File: config.mk
export PLATFORM = sky130hd
export DESIGN_NAME = asic_rstseq
export DESIGN_NICKNAME = d
export VERILOG_FILES = /design/src/rtl/asic_rstseq.sv
export SDC_FILE = /design/constraint.sdc
export NUM_CORES = 1
export LEC_CHECK = 0
export BUFFER_PORTS_ARGS = -buffer_cell sky130_fd_sc_hd__buf_2
export CORE_MARGIN = 5
export CORE_UTILIZATION = 45
export CTS_CLUSTER_SIZE = 10
export DETAILED_ROUTE_END_ITERATION = 8
export GPL_ROUTABILITY_DRIVEN = 0
export SLEW_MARGIN = 30
export SYNTH_ARGS = -nofsm -noshare
export SYNTH_HDL_FRONTEND = slang
export SYNTH_SLANG_ARGS = --single-unit
File: constraint.sdc
create_clock -name clk -period 1.9 [get_ports clk]
set_input_delay 0.285 -clock clk [delete_from_list [all_inputs] [get_ports clk]]
set_output_delay 0.285 -clock clk [all_outputs]
set_load 0.1 [all_outputs]
File: src/rtl/asic_rstseq.sv
// Reset sequencer: synchronizes release of the chip reset, then releases N
// domain resets one after another, GAP clock cycles apart.
module asic_rstseq #(
    parameter int N        = 4,
    parameter int SYNCPIPE = 2,
    parameter int GAP      = 8,
    parameter     PROP     = "DEFAULT"
) (
    input  logic         clk,
    input  logic         nreset,
    input  logic         swreset,
    output logic [N-1:0] nrst_out,
    output logic         ready
);

    localparam int GW = $clog2(GAP + 1);
    localparam int IW = $clog2(N + 1);
    localparam logic [GW-1:0] GAP_LAST  = GW'(GAP - 1);
    localparam logic [IW-1:0] IDX_LAST  = IW'(N - 1);
    localparam logic [N-1:0]  FIRST_BIT = N'(1);

    typedef enum logic [2:0] {
        ST_RST  = 3'd0,
        ST_SYNC = 3'd1,
        ST_HOLD = 3'd2,
        ST_SEQ  = 3'd3,
        ST_DONE = 3'd4
    } state_t;

    // PROP is a pass-through tag with no effect on the logic.
    if (PROP == "") begin : g_prop_empty
    end

    logic [SYNCPIPE-1:0] sync_r;
    logic                synced_s;
    state_t              state_r, state_next_s;
    logic [GW-1:0]       gap_r, gap_next_s;
    logic [IW-1:0]       idx_r, idx_next_s;
    logic [N-1:0]        nrst_r, nrst_next_s, nrst_shift_s;
    logic                ready_r, ready_next_s;

    assign synced_s = sync_r[SYNCPIPE-1];

    // Release synchronizer: ones shift in once nreset is deasserted.
    always_ff @(posedge clk or negedge nreset) begin
        if (!nreset) begin
            sync_r <= '0;
        end else begin
            sync_r <= {sync_r[SYNCPIPE-2:0], 1'b1};
        end
    end

    // Next-state, counter and output decode.
    always_comb begin
        state_next_s = state_r;
        gap_next_s   = gap_r;
        idx_next_s   = idx_r;
        nrst_next_s  = nrst_r;
        ready_next_s = ready_r;
        nrst_shift_s = nrst_r << 1;
        nrst_shift_s[0] = 1'b1;

        case (state_r)
            ST_RST, ST_SYNC, ST_HOLD: begin
                if (swreset) begin
                    nrst_next_s  = '0;
                    ready_next_s = 1'b0;
                    gap_next_s   = '0;
                    idx_next_s   = '0;
                    state_next_s = synced_s ? ST_HOLD : ST_SYNC;
                end else if (synced_s) begin
                    // Entry into sequencing releases bit 0 on this same edge.
                    nrst_next_s = FIRST_BIT;
                    gap_next_s  = '0;
                    idx_next_s  = IW'(1);
                    if (N == 1) begin
                        state_next_s = ST_DONE;
                        ready_next_s = 1'b1;
                    end else begin
                        state_next_s = ST_SEQ;
                        ready_next_s = 1'b0;
                    end
                end else begin
                    state_next_s = ST_SYNC;
                end
            end
            ST_SEQ: begin
                if (swreset) begin
                    nrst_next_s  = '0;
                    ready_next_s = 1'b0;
                    gap_next_s   = '0;
                    idx_next_s   = '0;
                    state_next_s = ST_HOLD;
                end else if (gap_r == GAP_LAST) begin
                    gap_next_s  = '0;
                    nrst_next_s = nrst_shift_s;
                    idx_next_s  = idx_r + IW'(1);
                    if (idx_r == IDX_LAST) begin
                        state_next_s = ST_DONE;
                        ready_next_s = 1'b1;
                    end else begin
                        state_next_s = ST_SEQ;
                    end
                end else begin
                    gap_next_s = gap_r + GW'(1);
                end
            end
            ST_DONE: begin
                if (swreset) begin
                    nrst_next_s  = '0;
                    ready_next_s = 1'b0;
                    gap_next_s   = '0;
                    idx_next_s   = '0;
                    state_next_s = ST_HOLD;
                end else begin
                    state_next_s = ST_DONE;
                end
            end
            default: begin
                nrst_next_s  = '0;
                ready_next_s = 1'b0;
                gap_next_s   = '0;
                idx_next_s   = '0;
                state_next_s = ST_SYNC;
            end
        endcase
    end

    // State, counters and registered outputs; nreset clears everything at once.
    always_ff @(posedge clk or negedge nreset) begin
        if (!nreset) begin
            state_r <= ST_RST;
            gap_r   <= '0;
            idx_r   <= '0;
            nrst_r  <= '0;
            ready_r <= 1'b0;
        end else begin
            state_r <= state_next_s;
            gap_r   <= gap_next_s;
            idx_r   <= idx_next_s;
            nrst_r  <= nrst_next_s;
            ready_r <= ready_next_s;
        end
    end

    assign nrst_out = nrst_r;
    assign ready    = ready_r;

endmodule
-- Yosys cells after proc, flatten, opt, wreduce, memory -nomap -nowiden
Cells that the tools add are included.
W data, S select, Z words.
- input bits: 3
- bits in registers: 17
- output and inout port bits: 5
- equality and inequality tests: 10
- mux-type cells: 32
- add/sub/neg operators: 2
- reduce and logical (&&, ||, !) cells: 5
- operators by type and width (cell ; count):
    $mux W4 ; 9
    $mux W3 ; 9
    $pmux W4 S3 ; 2
    $pmux W3 S3 ; 2
    $eq A3 B2 Y1 const B ; 3
    $ne A3 B3 Y1 const B ; 3
    $mux W1 ; 6
    $mux W2 ; 3
    $add A4 B1 Y4 const B ; 1
    $eq A4 B3 Y1 const B ; 1
    $reduce_and A4 Y1 ; 1
    $add A3 B1 Y3 const B ; 1
    $eq A3 B1 Y1 const B ; 1
    $eq A3 B3 Y1 const B ; 1
    $logic_not A3 Y1 ; 1
    $pmux W1 S3 ; 1
    $reduce_and A3 Y1 ; 1
    $reduce_or A3 Y1 ; 1
    $ne A2 B2 Y1 const B ; 1
    $reduce_and A2 Y1 ; 1

-- Longest topological paths before layout
- depth in word-level cells: 5
- mapped depth: 5

-- Least setup slack after synthesis
No wires, ideal clock.
- path type: reg-to-reg
- start: register gap_r[0]
- end: register nrst_r[0], in the netlist nrst_out[0]
- path buffers: 1
- cell stages (with the launch flop): 6
- arrival: 1322 ps
- library setup time: 121 ps
- setup slack: 458 ps
- clock period less this slack: 1442 ps
- data required time: 1779 ps
- cell sequence: dfrtp_1 > ha_1 > and3b_1 > clkbuf_1 > o311a_1 > o21a_1
- cells in the longest elaborated chain, start to end: 3
- RTL lines (element ; RTL line ; RTL):
    from (decl) ; 37 ; logic [GW-1:0] gap_r, gap_next_s;
    from (signal assigned) ; 139 ; gap_r <= gap_next_s;
    $eq A4 B3 Y1 ; 94 ; end else if (gap_r == GAP_LAST) begin
    $ne A3 B3 Y1 (no source line) ; -- ;
    $reduce_and A3 Y1 (no source line) ; -- ;
    to (signal assigned) ; 141 ; nrst_r <= nrst_next_s;
    to (decl) ; 39 ; logic [N-1:0] nrst_r, nrst_next_s, nrst_shift_s;
Every way passes these cells.
A chain may end at the register's enable or synchronous reset.

-- Worst setup path after layout
- start: register state_r[2]
- end: register gap_r[3]
- cells in the longest elaborated chain, start to end: 4
- RTL lines (element ; RTL line ; RTL):
    from (decl) ; 36 ; state_t state_r, state_next_s;
    from (signal assigned) ; 138 ; state_r <= state_next_s;
    $eq A3 B1 Y1, or another cell as far along ; 63 ; case (state_r)
    $reduce_or A3 Y1 ; 63 ;
    $ne A3 B3 Y1 (no source line) ; -- ;
    $reduce_and A2 Y1 (no source line) ; -- ;
Parallel ways exist; a longest one is shown, timed or not.

==> flow_summary.toml <==
[global_route]
grt_pass1_vias = 664
grt_antenna_before_repair = 0
grt_max_degree = 18
grt_usage_pct = 14.56
grt_pass1_wl_um = 2987
grt-ovfl-total = 0

[power]
p_total_mw = 0.7087
peakVddDrop_uv = 534.8
leakage_nw = 0.4199
power.density_nw_per_um2 = 727.1

[yosys]
syn_inst = 87
syn-cell-area_sq_um = 885.9
avgSynthCellArea_sq_um = 10.18
ys_ff_latch = 17
syn_nets = 93
yosys_warnings = 0
yosysUniqueCellTypes = 33
ys_seq_area_share_pct = 48.02

[worst_setup_path]
start_kind = "flip-flop"
crit_fanout = 15
endpoint = "gap_r[3]"
rr_endpoint = "gap_r[3]"
reg2reg_depth = 3
required_ns = 2.13
startpoint = "state_r[2]"
crit_arrival_ns = 1.79
critPathCaptureType = "flip-flop"
r2r_slack_ns = 0.34
crit_type = "reg -> reg"
reg2reg_from = "state_r[2]"

[timing]
maxSlewViolCount = 0
hold_slack_ns = 0.2271
rsz0062_at_grt = "false"
skew_ns = 0.003305
setup_viol = 0
hold_viol = 0
timing.fmax_mhz = 640.8
period_share_pct = 82.14
finalCriticalPeriod_ns = 1.561
setup_tns_ns = 0

[clock_network]
insertion_delay_ns = 0.29
cts-root-buf = "clkbuf_4"
clock_path_buffers = 2
htreeDepth = 1
cts_buffers = 3
cts.sinks = 17
path_clk_slew_ns = 0.10
cts_tree = "done"
postCtsSetupBuffers = 0

[floorplanning]
initial_utilization_pct = 46.09
die_w_um = 54.37
rows = 16
num_io_pins = 8
core_area_sq_um = 1922
die_h_um = 54.37
die_area_sq_um = 2956

[route]
postRouteWirelength_um = 1681
dr_total_vias = 667
drt_iter0_drc = 9
vias_per_cell = 5.423
wl_per_cell_um = 13.67
first_pass_iters = 4
drc_errors = 0
ant_nets = 0

[final_layout]
area_growth_pct = 10.03
nets = 103
fin_util_pct = 50.72
n_antenna_cell = 0
layout_common_cells = "dfrtp_1 (17), nand3_1 (10), inv_1 (9)"
drive_gt1_share_pct = 17.71
mostFrequentLayoutCell = "dfrtp_1"
layout.cell_area.non_filler_sq_um = 974.7

[status]
run_status = "completed"

[placement]
placed_area_sq_um = 937.1
dp_hpwl_um = 1218
io_buffers = 7

[worst_hold_path]
hp-class = "in -> reg"

[flow_run]
drv_cap = 0
## worst min-delay path by stage
| stage | start | end | cells after the start |
|---|---|---|---|
| after floorplan | nreset | gap_r[0] | 0 |
| after global placement | nreset | state_r[1] | 1 |
| after detailed placement | nreset | state_r[1] | 1 |
| after CTS | swreset | state_r[2] | 2 |
| after global routing | swreset | state_r[2] | 2 |
| final | swreset | state_r[2] | 2 |
## stage by stage
stage	cells	setup slack [ns]
3_3_place_gp	118	0.3759
3_5_place_dp	118	0.3696
4_1_cts	123	0.3404
6_report	123	0.3394
2_1_floorplan	87	0.4578
5_1_grt	123	0.2205
## per-layer routing
metal  global-route usage (%)  up-vias  share of wire [%]
met2                    19.12        9                 44
met5                        0        -                  0
met1                    21.33      316                 52
met4                    8.299        0                1.5
li1                         -      338                  -
met3                    3.542        4                2.8
## synthesized netlist by cell type (all sizes together)
| cell | number | share of area, % |
|---|---|---|
| dfrtp | 17 | 48 |
| o31ai | 2 | 1.7 |
| nand3b | 1 | 0.85 |
| a211oi | 1 | 0.85 |
| ha | 3 | 4.2 |
| buf | 3 | 2.4 |
| a32o | 1 | 1.1 |
| and4bb | 1 | 1.8 |
| a21bo | 1 | 1.1 |
| or2 | 1 | 0.71 |
| a21oi | 4 | 2.3 |
| o21a | 1 | 0.85 |
| conb | 1 | 0.42 |
| nand2 | 3 | 1.3 |
| o311a | 1 | 1.1 |
| o21ai | 4 | 2.3 |
| nor3 | 4 | 2.3 |
| a221oi | 2 | 2.7 |
| o211ai | 3 | 3.1 |
| nor2 | 4 | 1.7 |
| mux2i | 1 | 1.1 |
| and3b | 2 | 2.0 |
| o221ai | 3 | 3.0 |
| or4b | 1 | 1.1 |
| nand3 | 10 | 5.6 |
| clkbuf | 1 | 0.42 |
| inv | 9 | 3.8 |
| a31oi | 1 | 0.71 |
| nor3b | 1 | 1.4 |
## power breakdown
group / switching, mW / internal, mW
combinational: 0.0723 / 0.0398
clock: 0.116 / 0.0784
sequential: 0.0219 / 0.380
total: 0.210 / 0.498
## worst max-delay path: stages (launching register included)
cell	delay, ns
dfrtp_1	0.47
and4bb_4	0.46
or4b_1	0.48
o211ai_2	0.09
## cell type report
class	count	area, sq um
clock buffer	3	22.52
clock inverter	1	5.005
fill	197	947.2
inverter	9	33.78
multi-input combinational	57	401.6
sequential	17	425.4
tap	27	33.78
timing repair buffer	9	52.55
## repair_timing
action	CTS	global route
gates resized for setup	0	0
endpoints found under the hold margin	17	0
hold buffers	1	0
endpoints found under the setup margin	0	0
## cell families after synthesis
kind of cell               share of synthesized area (%)
and+or+nand+nor                                    18.79
AOI/OAI and AO/OA                                  20.76
DFF                                                48.02
buffers and inverters                              6.638
adders and majority gates                          4.238
muxes                                              1.130
other                                             0.4233
## registers in the layout (all words and copies together) (netlist names)
name and flops:
ready 1, sync_r 2, gap_r 4, idx_r 3
nrst_out 4, state_r 3
(Power assumes the default switching activity.)
